[src/rtl/secuenciador_pkg.sv]
// Shared definitions for the writeback sequencer: FSM states, ALU opcodes and
// the R-type funct codes the ALU understands.
package secuenciador_pkg;

    typedef enum logic [2:0] {
        ST_IDLE   = 3'd0,
        ST_EXEC   = 3'd1,
        ST_MEM_WR = 3'd2,
        ST_MEM_RD = 3'd3,
        ST_WB     = 3'd4
    } state_t;

    localparam logic [1:0] ALU_ADD   = 2'b00;
    localparam logic [1:0] ALU_SUB   = 2'b01;
    localparam logic [1:0] ALU_FUNCT = 2'b10;
    localparam logic [1:0] ALU_PASS  = 2'b11;

    localparam logic [5:0] FN_ADD = 6'b100000;
    localparam logic [5:0] FN_SUB = 6'b100010;
    localparam logic [5:0] FN_AND = 6'b100100;
    localparam logic [5:0] FN_OR  = 6'b100101;
    localparam logic [5:0] FN_SLT = 6'b101010;

endpackage

[src/rtl/alu_funct.sv]
// Combinational ALU: alu_op selects add/sub/pass directly, or defers to the
// R-type funct field. Unknown funct codes yield zero and raise err.
module alu_funct
    import secuenciador_pkg::*;
#(
    parameter int DW = 32
) (
    input  logic [1:0]    alu_op,
    input  logic [5:0]    funct,
    input  logic [DW-1:0] a,
    input  logic [DW-1:0] b,
    output logic [DW-1:0] result,
    output logic          err
);

    always_comb begin
        result = '0;
        err    = 1'b0;
        case (alu_op)
            ALU_ADD:  result = a + b;
            ALU_SUB:  result = a - b;
            ALU_FUNCT: begin
                case (funct)
                    FN_ADD:  result = a + b;
                    FN_SUB:  result = a - b;
                    FN_AND:  result = a & b;
                    FN_OR:   result = a | b;
                    FN_SLT:  result = {{(DW-1){1'b0}}, ($signed(a) < $signed(b))};
                    default: err = 1'b1;
                endcase
            end
            ALU_PASS: result = a;
            default:  result = '0;
        endcase
    end

endmodule

[src/rtl/secuenciador_wb.sv]
// Sequencer for one decoded instruction bundle: execute, optional memory
// write, optional memory read, optional register writeback, then back to idle.
module secuenciador_wb
    import secuenciador_pkg::*;
#(
    parameter int DW = 32,
    parameter int AW = 5
) (
    input  logic          clk,
    input  logic          rst_n,
    input  logic          in_valid,
    output logic          in_ready,
    input  logic          mem_to_reg,
    input  logic          mem_to_write,
    input  logic          reg_write,
    input  logic [1:0]    alu_op,
    input  logic [5:0]    funct,
    input  logic [DW-1:0] rs_val,
    input  logic [DW-1:0] rt_val,
    input  logic [AW-1:0] rd_addr,
    output logic [DW-1:0] mem_addr,
    output logic [DW-1:0] mem_wdata,
    output logic          mem_we,
    output logic          mem_re,
    input  logic          mem_ack,
    input  logic [DW-1:0] mem_rdata,
    output logic          wb_en,
    output logic [AW-1:0] wb_addr,
    output logic [DW-1:0] wb_data,
    output logic          funct_err
);

    state_t        state_q, state_d;
    logic          mem_to_reg_q, mem_to_write_q, reg_write_q;
    logic [1:0]    alu_op_q;
    logic [5:0]    funct_q;
    logic [DW-1:0] rs_q, rt_q, alu_q, rdata_q;
    logic [AW-1:0] rd_q;
    logic          err_q;
    logic [DW-1:0] alu_result;
    logic          alu_err;

    alu_funct #(.DW(DW)) u_alu (
        .alu_op (alu_op_q),
        .funct  (funct_q),
        .a      (rs_q),
        .b      (rt_q),
        .result (alu_result),
        .err    (alu_err)
    );

    always_ff @(posedge clk or negedge rst_n) begin
        if (!rst_n) begin
            state_q <= ST_IDLE;
        end else begin
            state_q <= state_d;
        end
    end

    always_comb begin
        state_d = state_q;
        case (state_q)
            ST_IDLE: begin
                if (in_valid) state_d = ST_EXEC;
            end
            ST_EXEC: begin
                if (mem_to_write_q)   state_d = ST_MEM_WR;
                else if (mem_to_reg_q) state_d = ST_MEM_RD;
                else if (reg_write_q)  state_d = ST_WB;
                else                   state_d = ST_IDLE;
            end
            ST_MEM_WR: begin
                if (mem_ack) begin
                    if (mem_to_reg_q)     state_d = ST_MEM_RD;
                    else if (reg_write_q) state_d = ST_WB;
                    else                  state_d = ST_IDLE;
                end
            end
            ST_MEM_RD: begin
                if (mem_ack) state_d = reg_write_q ? ST_WB : ST_IDLE;
            end
            ST_WB:   state_d = ST_IDLE;
            default: state_d = ST_IDLE;
        endcase
    end

    // Holding registers: bundle captured only on handshake, ALU result in EXEC,
    // read data on the acknowledging edge of the read.
    always_ff @(posedge clk or negedge rst_n) begin
        if (!rst_n) begin
            mem_to_reg_q   <= 1'b0;
            mem_to_write_q <= 1'b0;
            reg_write_q    <= 1'b0;
            alu_op_q       <= '0;
            funct_q        <= '0;
            rs_q           <= '0;
            rt_q           <= '0;
            rd_q           <= '0;
            alu_q          <= '0;
            rdata_q        <= '0;
            err_q          <= 1'b0;
        end else begin
            if (state_q == ST_IDLE && in_valid) begin
                mem_to_reg_q   <= mem_to_reg;
                mem_to_write_q <= mem_to_write;
                reg_write_q    <= reg_write;
                alu_op_q       <= alu_op;
                funct_q        <= funct;
                rs_q           <= rs_val;
                rt_q           <= rt_val;
                rd_q           <= rd_addr;
            end
            if (state_q == ST_EXEC) begin
                alu_q <= alu_result;
                if (alu_err) err_q <= 1'b1;
            end
            if (state_q == ST_MEM_RD && mem_ack) begin
                rdata_q <= mem_rdata;
            end
        end
    end

    assign in_ready  = (state_q == ST_IDLE);
    assign mem_we    = (state_q == ST_MEM_WR);
    assign mem_re    = (state_q == ST_MEM_RD);
    assign mem_addr  = alu_q;
    assign mem_wdata = rt_q;
    assign wb_en     = (state_q == ST_WB) && (rd_q != '0);
    assign wb_addr   = rd_q;
    assign wb_data   = mem_to_reg_q ? rdata_q : alu_q;
    assign funct_err = err_q;

endmodule
[config.mk]
export PLATFORM = sky130hd
export DESIGN_NAME = secuenciador_wb
export DESIGN_NICKNAME = d
export VERILOG_FILES = /design/src/rtl/secuenciador_pkg.sv /design/src/rtl/alu_funct.sv /design/src/rtl/secuenciador_wb.sv
export SDC_FILE = /design/constraint.sdc
export NUM_CORES = 1
export LEC_CHECK = 0
export ABC_AREA = 1
export CAP_MARGIN = 20
export CORE_UTILIZATION = 55
export CTS_CLUSTER_SIZE = 20
export DETAILED_ROUTE_END_ITERATION = 10
export HOLD_SLACK_MARGIN = 0.06
export MAX_ROUTING_LAYER = met4
export PLACE_DENSITY = 0.84
export SYNTH_ARGS = -nofsm -noshare
export SYNTH_HDL_FRONTEND = slang
export SYNTH_SLANG_ARGS = --single-unit
[constraint.sdc]
create_clock -name clk -period 2.6 [get_ports clk]
set_input_delay 0.52 -clock clk [delete_from_list [all_inputs] [get_ports clk]]
set_output_delay 0.52 -clock clk [all_outputs]
set_load 0.05 [all_outputs]
==> results.md, run 1 <==
- Prevailing post-synth register cell: dfrtp_1
- GR Overflow Total: 0
- Port bufs: 221
- Sequential area share after synthesis: 28.0%
- Status: did not finish
- Synth async-reset ratio: 100%
- Dpl cell area: 16,700 um^2
- Worst EP Category: register input
- Share of the synthesized area in the top cell type: 28.0%
- Pin count of the biggest net entering global routing: 49
- Worst EP post-GRT repair: mem_addr[31]$_DFFE_PN0P_/D
- Syn_nets: 2,176
- CTS max path bufs: 2
- Post-synth EDFFs: 0
- Initial Util: 56.1%
- Detail Placement HPWL: 43.4 mm
- Initial antenna violation count: 15
- First Err: [ERROR DRT-0255] Maze Route cannot find path of net mem_rdata[13] in worker of routeBox ( 144900 0 ) ( 157010 48300 ).
- Synth Register Bits: 148
- Last step reached: detailed routing (5_2_route)
- Mean Syn Cell Area: 6.74 um^2
- Yosys Warn Count: 0
- Mapped Cells: 1,962
- First-pass GRT wire length: 85.8 mm
- Post-synth cell types: 48
- Post-synth top area cell: dfrtp_1
- Clock tree root driver cell: clkbuf_16
- Max H-tree Level: 4
- Syn Std Cell Area: 13,200 um^2
- Top cells by area, synth: dfrtp_1 28%, nand2_1 16%, ha_1 9.1%
- Clock sinks: 148
- CTS Buf Count: 17
- Die width: 157 um
- Io pins: 222
- Row count: 56
- Die H: 157 um
- Routability cong.: 1.00
- Number of global-route vias before repair: 14,926
- Total GRT Usage: 48.8%
==> metrics by stage <==
step | setup TNS (ps) | worst slack, ps | instances | hold slack [ps]
after global placement | -212 | -106 | 2542 | 459
after CTS | 0 | 5.13 | 2575 | 496
after floorplan | 0 | 219 | 1962 | 224
after detailed placement | -224 | -83.9 | 2542 | 481
after global routing | -5700 | -708 | 2614 | 528
==> per-layer routing <==
metal / GRT usage [%]
met2: 73.0
met1: 55.3
met4: 27.7
met3: 19.5
met5: -
==> cell families after synthesis <==
group	count (synthesis)	share of synthesized area, %
AOI/OAI and AO/OA	262	11.1
xor gates and xnor gates	27	1.79
adders and majority gates	98	9.39
buffers and inverters	405	13.0
DFF	148	28.0
muxes	70	5.96
and+or+nand+nor	952	30.8
==> cell usage after synthesis, types with 3 or more instances <==
cell,instances
a21oi_2,8
mux2_2,70
o21ai_1,7
nand4_1,12
buf_1,3
nor3_2,5
o22ai_1,15
ha_1,96
o211ai_1,9
a21oi_1,126
nand2_1,560
nand3_2,6
and2_1,3
buf_4,13
buf_2,19
or2_2,3
inv_1,307
nor2_1,191
o21bai_1,17
nand3_1,93
nor3_1,7
xor2_1,26
o21ai_0,67
inv_2,23
buf_6,16
nand2_2,25
nor2_2,28
nor2_4,11
clkinv_1,3
clkbuf_1,21
dfrtp_1,148
==> what timing repair did <==
action                     in CTS  in global routing
hold buffers                    1                  0
buffers inserted                0                 12
resized for setup              12                100
pin swaps                       1                 12
hold endpoints to repair       44                  0
setup endpoints to repair       8                 28
==> run 2: changes to the inputs <==
CORE_UTILIZATION = 40   (was 55)
CTS_CLUSTER_SIZE = not set   (was 20)
HOLD_SLACK_MARGIN = not set   (was 0.06)
MAX_ROUTING_LAYER = not set   (was met4)
PLACE_DENSITY = not set   (was 0.84)
PLACE_DENSITY_LB_ADDON = 0.15   (was not set)
==> run 2 against run 1 <==
The run now ends clean. Global-route usage is 17 points lower. Synthesized cell count unchanged. Synthesized area unchanged.
==> results.md, run 2 <==
- Post-synth top area cell: dfrtp_1
- Dpl cell area: 17,800 um^2 (+6.9%)
- Hold slack: 502 ps
- Wire length per cell: 18.9 um
- GR Overflow Total: 0 (unchanged)
- Max-cap violations: 0
- FMAX: 401 MHz
- Total core area: 32,500 um^2
- First-pass GRT wire length: 79.7 mm (-7.2%)
- Post-route ant nets: 0
- Post-synth EDFFs: 0 (unchanged)
- CTS max path bufs: 2 (unchanged)
- Number of global-route vias before repair: 13,721 (-8.1%)
- Vias: 14,149
- Min Clock Period, post-route: 2490 ps
- Startpoint Class: register
- Syn_nets: 2,176 (unchanged)
- Clock Latency Late Sink: 460 ps
- DRT Pass-1 Iters: 5
- Max incr delay on CP: 400 ps
- WL final: 53.6 mm
- Area growth syn-to-layout: 42.5%
- Vias/cell: 5.00
- Detail Placement HPWL: 43.7 mm (+0.75%)
- Worst-Margin Slew: 589 ps
- Critical path required time: 2940 ps
- Status: complete, no violations
- RSZ-0062 raised after global routing: yes
- # setup viols final: 0
- Synth async-reset ratio: 100% (unchanged)
- CTS Buf Count: 17 (unchanged)
- Sequential area share after synthesis: 28.0% (unchanged)
- Routability cong.: 1.01 (+1.1%)
- Port bufs: 221 (unchanged)
- Antenna Cells: 0
- Io pins: 222 (unchanged)
- CP max-delay cell: dfrtp_1
- Share of the synthesized area in the top cell type: 28.0% (unchanged)
- Prevailing post-synth register cell: dfrtp_1
- Max H-tree Level: 4 (unchanged)
- Pin count of the biggest net entering global routing: 66 (+35%)
- Post-synth cell types: 48 (unchanged)
- Fillers: 3,145
- Most frequent cells in the layout: 550 x nand2_1, 304 x inv_1, 229 x buf_4
- Kind of critical path: register to register
- CP Data Arrival Time: 2830 ps
- Total GRT Usage: 32.1% (-17 points)
- HP Class: register to register
- Yosys Warn Count: 0 (unchanged)
- Initial Util: 40.6% (-16 points)
- Hold Vio Cnt, Final: 0
- CTS clk-pin slew, worst paths: 60 ps
- Critical-path maximum fanout: 6
- CTS tree: built
- Final Max Slew Viols: 0
- Initial antenna violation count: 3 (-12)
- Share of cells above drive strength 1: 22.7%
- Mapped Cells: 1,962 (unchanged)
- Syn Std Cell Area: 13,200 um^2 (unchanged)
- Clock sinks: 148 (unchanged)
- CP Cell Sequence: inv_1, ha_2, nor2_2, inv_1, buf_4, nor2_2, nand2_2, nor3_2, nand2_1, nand3_1, nand2_1, nand3_1, nand3_1, nand2_1, nand2_1, nand2_1, nand2_1
- Final Cycle Share: 95.9%
- Die width: 184 um (+17%)
- Row count: 66 (+18%)
- CP endpoint kind: register
- Drc violations: 0
- Die H: 184 um (+17%)
- DIE AREA: 33,800 um^2
- Commonest non-fill, non-tap cell in the layout: nand2_1
- Synth Register Bits: 148 (unchanged)
- Initial DRC Count: 1,020
- Relative slew margins: 60.3%
- Net count, final: 2,588
- Mean Syn Cell Area: 6.74 um^2 (unchanged)
- Commonest cells post-synth: 560 x nand2_1, 307 x inv_1, 191 x nor2_1
- Post-Route Skew: 16.3 ps
- Top cells by area, synth: dfrtp_1 28%, nand2_1 16%, ha_1 9.1%
- Finished Cell Area: 18,800 um^2
- Most used cell, CP: nand2_1
- Clock tree root driver cell: clkbuf_16
- Most frequent cell after synthesis: nand2_1
run 2: cell counts after synthesis:
No cell type changed its count.
run 2: final timing paths:
| path | start | endpoint | slack, ps | cells past startpoint |
|---|---|---|---|---|
| max in group asynchronous | rst_n | mem_wdata[0] | 1290 | 3 |
| setup reg to reg | rs_q[16] | mem_addr[27] | 110 | 17 |
| hold / removal | reg_write_q | state_q[2] | 500 | 2 |
| min in group asynchronous | rst_n | rdata_q[9] | 550 | 2 |
| setup / recovery | rs_q[16] | mem_addr[27] | 110 | 17 |
| hold reg to reg | reg_write_q | state_q[2] | 500 | 2 |
run 2: what timing repair did:
item,CTS,global route
resized for setup,7,70
endpoints found under the hold margin,36,0
pin swaps,0,6
setup buffers,0,2
hold buffers,1,0
endpoints found under the setup margin,9,19
run 2: cell families after synthesis:
family	synth area share, %
simple gates	30.8
buf+inv	13.0
compound gates	11.1
flops	28.0
fa+ha+maj	9.39
mux	5.96
xor+xnor	1.79
run 2: area by class of cell:
cell class / instances / area, um^2 / share of cell area [%]
Clock inverter: 11 / 199 / 1.06
Timing Repair Buffer: 465 / 4540 / 24.1
Clock buffer: 21 / 440 / 2.34
Sequential cell: 148 / 3710 / 19.7
Inverter: 333 / 1250 / 6.64
Tap cell: 442 / 553 / 2.94
Multi-Input combinational cell: 1409 / 8140 / 43.2
run 2: worst max-delay path: cells and delay by family, from the launching register on:
| kind | cells | cell delay [ps] |
|---|---|---|
| buffers and inverters | 3 | 280 |
| adders and majority gates | 1 | 330 |
| and+or+nand+nor | 13 | 1360 |
| DFF | 1 | 400 |
run 2: routing by layer:
layer	vias to the layer above	share of wire [%]	global-route usage, %
met3	89	8.9	7.73
met2	573	44	50.4
li1	6933	-	-
met1	6550	44	42.7
met5	-	0.049	0
met4	4	3.1	11.6
run 2: through the flow:
step                      instances  setup WS [ps]  utilization (%)  setup TNS, ps
after global routing           2829          -17.6             57.9          -49.9
final                          2829            107             57.9              0
after global placement         2794          -16.7             54.8          -35.6
after detailed placement       2794          -50.6             54.8           -111
after CTS                      2827           1.85             56.8              0
after floorplan                1962            219                -              0
Power of run 2 is left out: the tool's default activity adds up to more than one toggle a clock period on the data nets, which glitch-free logic cannot reach.
==> run 3: changes to the inputs <==
MAX_ROUTING_LAYER = met4   (was not set)
==> run 3 against run 2 <==
Setup slack lost 14 ps. Critical path type is now register to primary output. Sequential cell count is the same. Via count hardly changed. Register-to-register slack about the same. Largest cell class unchanged. Cell count up 0.64%. Die area is the same. Worst hold slack got worse by 490 ps.
==> results.md, run 3 (synthesized netlist as in run 2, its figures left out) <==
- Status: complete, no violations
- Final Cycle Share: 96.4% (+0.53 points)
- Multi-input combinational cell area: 8170 um^2 (+0.38%)
- # setup viols final: 0 (unchanged)
- Total GRT Usage: 33.3% (+1.2 points)
- DRT Pass-1 Iters: 5 (unchanged)
- Capture point of the worst path: mem_re
- First-pass GRT wire length: 81.3 mm (+2.0%)
- Io pins: 222 (unchanged)
- Startpoint Class: register
- Fillers: 3,198 (+1.7%)
- Initial antenna violation count: 0 (-3)
- Met1 Wirelength: 25.0 mm (+6.2%)
- Share of cells above drive strength 1: 23.9% (+1.2 points)
- R2R setup slack: 90 ps (about the same)
- Most frequent cells in the layout: 550 x nand2_1, 301 x inv_1, 252 x buf_4
- Critical path launch point: state_q[2]
- Commonest non-fill, non-tap cell in the layout: nand2_1
- Clock Latency Late Sink: 460 ps (about the same)
- R2R cell count: 16 (-1)
- Routability cong.: 1.00 (-1.2%)
- Max-cap violations: 0 (unchanged)
- CTS tree: built
- Placed cells: 2,810 (+0.57%)
- FMAX: 399 MHz (-0.55%)
- Die width: 184 um (unchanged)
- Met2 routed WL: 23.5 mm (-0.36%)
- Die H: 184 um (unchanged)
- Worst r2r src: mem_wdata[10]
- Total core area: 32,500 um^2 (unchanged)
- Min Clock Period, post-route: 2510 ps (+13.8 ps)
- Detail Placement HPWL: 44.2 mm (+1.1%)
- Final Max Slew Viols: 0 (unchanged)
- Post-Route Skew: 14.6 ps (-1.65 ps)
- RSZ-0062 raised after global routing: yes
- CTS max path bufs: 2 (unchanged)
- Cell Count, Final, Fillers Out: 2,847 (+0.64%)
- Antenna Cells: 0 (unchanged)
- Hold slack: 17.2 ps (-485 ps)
- Max H-tree Level: 4 (unchanged)
- HP Class: input port to async pin
- FF/Latch Area: 3700 um^2 (about the same)
- Critical path required time: 2080 ps (-860 ps)
- CTS Buf Count: 17 (unchanged)
- Initial DRC Count: 1,127 (+10%)
- Hold Vio Cnt, Final: 0 (unchanged)
- Critical-path maximum fanout: 3 (-3)
- Initial Util: 40.6% (unchanged)
- Clock sinks: 148 (unchanged)
- Clock tree root driver cell: clkbuf_16
- Vias: 14,156 (+0.049%)
- Post-route ant nets: 0 (unchanged)
- CP Data Arrival Time: 1990 ps (-840 ps)
- Post-layout util: 58.0% (+0.077 points)
- Net count, final: 2,607 (+0.73%)
- Relative slew margins: 60.6% (+0.25 points)
- Setup TNS: 0 ps (unchanged)
- Number of global-route vias before repair: 14,003 (+2.1%)
- CTS clk-pin slew, worst paths: 60 ps (about the same)
- Vias/cell: 4.97 (-0.58%)
- GR Overflow Total: 0 (unchanged)
- Reg-to-reg endpoint: mem_addr[20]
- WL final: 53.8 mm (+0.45%)
- DIE AREA: 33,800 um^2 (unchanged)
- Port bufs: 221 (unchanged)
- CP endpoint kind: primary output
- Row count: 66 (unchanged)
- Highest routed metal layer: met4
- Wire length per cell: 18.9 um (-0.19%)
- Kind of critical path: register to primary output
- Drc violations: 0 (unchanged)
- Pin count of the biggest net entering global routing: 52 (-21%)
- Worst-Margin Slew: 591 ps (+1.98 ps)
- Area growth syn-to-layout: 42.7%
- Met3 wire length: 3.64 mm (-24%)
run 3: changes by cell type in the layout (fill, tap and decap cells not counted), moves of 4 or more:
cell | previous run | this run
ha_2 | 6 | 12
buf_12 | 46 | 42
ha_1 | 76 | 71
buf_4 | 229 | 252
bufinv_16 | 5 | 0
run 3: cell type report:
type | instances | share of cell area [%]
clock inverter | 11 | 0.425
timing repair buffer | 484 | 24.6
inverter | 333 | 6.63
multi-input combinational | 1409 | 43.3
clock buffer | 20 | 2.42
tap | 442 | 2.93
sequential | 148 | 19.6
run 3: metrics by stage:
stage	cell area, um^2	setup slack [ps]
floorplan	13200	219
global route	18900	-50.9
finish	18900	93.0
global placement	17900	-85.7
detailed placement	17900	-110
CTS	18500	0.125
run 3: worst min path at each step:
stage | from | cells past startpoint | slack, ps | endpoint
2_1_floorplan | rst_n | 0 | 220 | alu_op_q[0]
3_3_place_gp | rdata_q[20] | 1 | 480 | rdata_q[20]
3_5_place_dp | rdata_q[22] | 1 | 490 | rdata_q[22]
4_1_cts | rst_n | 1 | 40 | rdata_q[9]
5_1_grt | rst_n | 1 | 60 | rdata_q[9]
6_report | rst_n | 1 | 20 | rdata_q[9]
run 3: timing repair:
| item | 4_1_cts | 5_1_grt |
|---|---|---|
| endpoints found under the hold margin | 0 | 0 |
| resized for setup | 14 | 80 |
| pin swaps | 3 | 7 |
| setup buffers | 1 | 5 |
| hold buffers | 0 | 0 |
| endpoints found under the setup margin | 7 | 23 |
run 3: worst max-delay path, stage by stage, from the launching register on:
cell,delay (ps)
dfrtp_1,370
inv_1,70
nand2_1,70
nor2_1,170
clkdlybuf4s50_1,850
run 3: per-layer routing:
| layer | track usage (%) | vias up |
|---|---|---|
| met4 | 10.9 | 0 |
| met3 | 4.32 | 74 |
| li1 | - | 6974 |
| met2 | 51.2 | 503 |
| met5 | - | - |
| met1 | 45.1 | 6605 |
Power of run 3 is left out for the same reason.
==> run 4: changes to the inputs <==
CAP_MARGIN = not set   (was 20)
CORE_MARGIN = 4   (was not set)
==> run 4 against run 3 <==
Utilization is 0.52 points lower. First-iteration DRC count rose by 2.9%. Register-to-register slack about the same. Count of clock-buffer cells in the layout stayed put. Cell area is 0.90% lower. Sequential share of layout area rose by 0.18 points. Setup slack better by 13 ps. Via count shrank 0.42%. Die area up 6.6%.
==> results.md, run 4 (synthesized netlist as in run 2, its figures left out) <==
- Total core area: 32,500 um^2 (unchanged)
- Critical-path maximum fanout: 7 (+4)
- Startpoint Class: register
- Top delay family on crit path: simple AND/OR/NAND/NOR gates
- Commonest non-fill, non-tap cell in the layout: nand2_1
- GR peak layer: met2
- Row count: 66 (unchanged)
- Initial Util: 40.6% (unchanged)
- Min Clock Period, post-route: 2490 ps (-13.4 ps)
- Max H-tree Level: 4 (unchanged)
- HP Class: register to register
- Initial antenna violation count: 1 (+1)
- Critical path required time: 2930 ps (+850 ps)
- Relative slew margins: 56.9% (-3.7 points)
- DRT Pass-1 Iters: 6 (+1)
- CTS Buf Count: 17 (unchanged)
- Io pins: 222 (unchanged)
- Setup TNS: 0 ps (unchanged)
- Area growth syn-to-layout: 41.4%
- FMAX: 401 MHz (+0.54%)
- Share of cells above drive strength 1: 22.7% (-1.2 points)
- Met3 Use GR: 4.92% (+0.60 points)
- Met2 Use GR: 47.2% (-4.1 points)
- Final Cycle Share: 95.9% (-0.51 points)
- Vias/cell: 4.99 (+0.39%)
- CTS clk-pin slew, worst paths: 60 ps (about the same)
- Met1 Track Usage GR: 41.9% (-3.2 points)
- Clock tree root driver cell: clkbuf_16
- Status: complete, no violations
- First-pass GRT wire length: 81.8 mm (+0.67%)
- Number of global-route vias before repair: 13,767 (-1.7%)
- Die width: 190 um (+3.3%)
- Most frequent cells in the layout: 549 x nand2_1, 306 x inv_1, 228 x buf_4
- Die H: 190 um (+3.3%)
- Post-route ant nets: 0 (unchanged)
- Worst-Margin Slew: 646 ps (+55.1 ps)
- Worst path bufs/invs: 2 (unchanged)
- Drc violations: 0 (unchanged)
- DIE AREA: 36,000 um^2 (+6.6%)
- CTS max path bufs: 2 (unchanged)
- Routability cong.: 1.01 (+1.4%)
- Post-Route Skew: 23.1 ps (+8.48 ps)
- Pin count of the biggest net entering global routing: 47 (-9.6%)
- CP max-delay cell: dfrtp_1
- Hold Vio Cnt, Final: 0 (unchanged)
- Detail Placement HPWL: 43.7 mm (-1.1%)
- Initial DRC Count: 1,160 (+2.9%)
- Net count, final: 2,582 (-0.96%)
- # setup viols final: 0 (unchanged)
- Vias: 14,096 (-0.42%)
- Clock Latency Late Sink: 470 ps (about the same)
- Clock sinks: 148 (unchanged)
- WL final: 54.1 mm (+0.39%)
- Max incr delay on CP: 400 ps (-450 ps)
- CP Data Arrival Time: 2830 ps (+840 ps)
- Kind of critical path: register to register
- Max-cap violations: 0 (unchanged)
- CP Cell Sequence: inv_1, ha_2, buf_4, nor2_4, nand2_2, nor3_2, nand2_2, nand3_4, nand2_1, nand2_1, nand2_1, nand3_1, o211ai_1, nor2_2, nor2_1
- Wire length per cell: 19.1 um (+1.2%)
- Most used cell, CP: nand2_1
- Total GRT Usage: 30.6% (-2.7 points)
- CTS tree: built
- CP endpoint kind: register
- GR Overflow Total: 0 (unchanged)
- Port bufs: 221 (unchanged)
- Final Max Slew Viols: 0 (unchanged)
[run 4: worst paths after layout]
kind	start	endpoint	slack, ps	cells past startpoint
setup / recovery	rs_q[7]	mem_addr[22]	110	15
hold / removal	rdata_q[11]	rdata_q[11]	500	1
setup reg to reg	rs_q[7]	mem_addr[22]	110	15
hold reg to reg	rdata_q[11]	rdata_q[11]	500	1
max in group asynchronous	rst_n	mem_wdata[24]	1310	3
min in group asynchronous	rst_n	rdata_q[11]	570	2
[run 4: area by class of cell]
| class | count | area, um^2 |
|---|---|---|
| fill | 3221 | 13800 |
| antenna | 1 | 2.50 |
| clock inverter | 12 | 145 |
| multi-input combinational | 1409 | 8140 |
| tap | 442 | 553 |
| sequential | 148 | 3700 |
| timing repair buffer | 459 | 4430 |
| inverter | 333 | 1250 |
| clock buffer | 20 | 457 |
[run 4: per-stage QoR]
stage	instances	setup slack, ps	cell area, um^2	hold slack, ps	util, %
after CTS	2814	1.38	18300	505	56.3
after floorplan	1962	219	13200	224	-
final	2824	106	18700	503	57.4
after detailed placement	2781	-59.4	17700	479	54.3
after global routing	2824	-25.6	18700	508	57.4
after global placement	2781	-106	17700	481	54.3
[run 4: worst register-to-register path, delay by kind of cell (launching register included)]
kind | cells | cell delay (ps)
buffers and inverters | 2 | 250
adders and majority gates | 1 | 330
DFF | 1 | 400
AOI/OAI and AO/OA | 1 | 220
and+or+nand+nor | 11 | 1180
[run 4: per-layer routing]
| layer | wire (um) | part of all wire [%] | vias to the layer above |
|---|---|---|---|
| li1 | - | - | 6905 |
| met3 | 3750 | 6.9 | 85 |
| met1 | 25000 | 46 | 6600 |
| met4 | 1560 | 2.9 | 0 |
| met2 | 23800 | 44 | 506 |
| met5 | 0 | 0 | - |
[run 4: what timing repair did]
item | 4_1_cts | 5_1_grt
pin swaps | 1 | 5
hold buffers | 1 | 0
endpoints found under the setup margin | 13 | 23
resized for setup | 10 | 75
setup buffers | 0 | 9
endpoints found under the hold margin | 5 | 0
Power of run 4 is left out for the same reason.
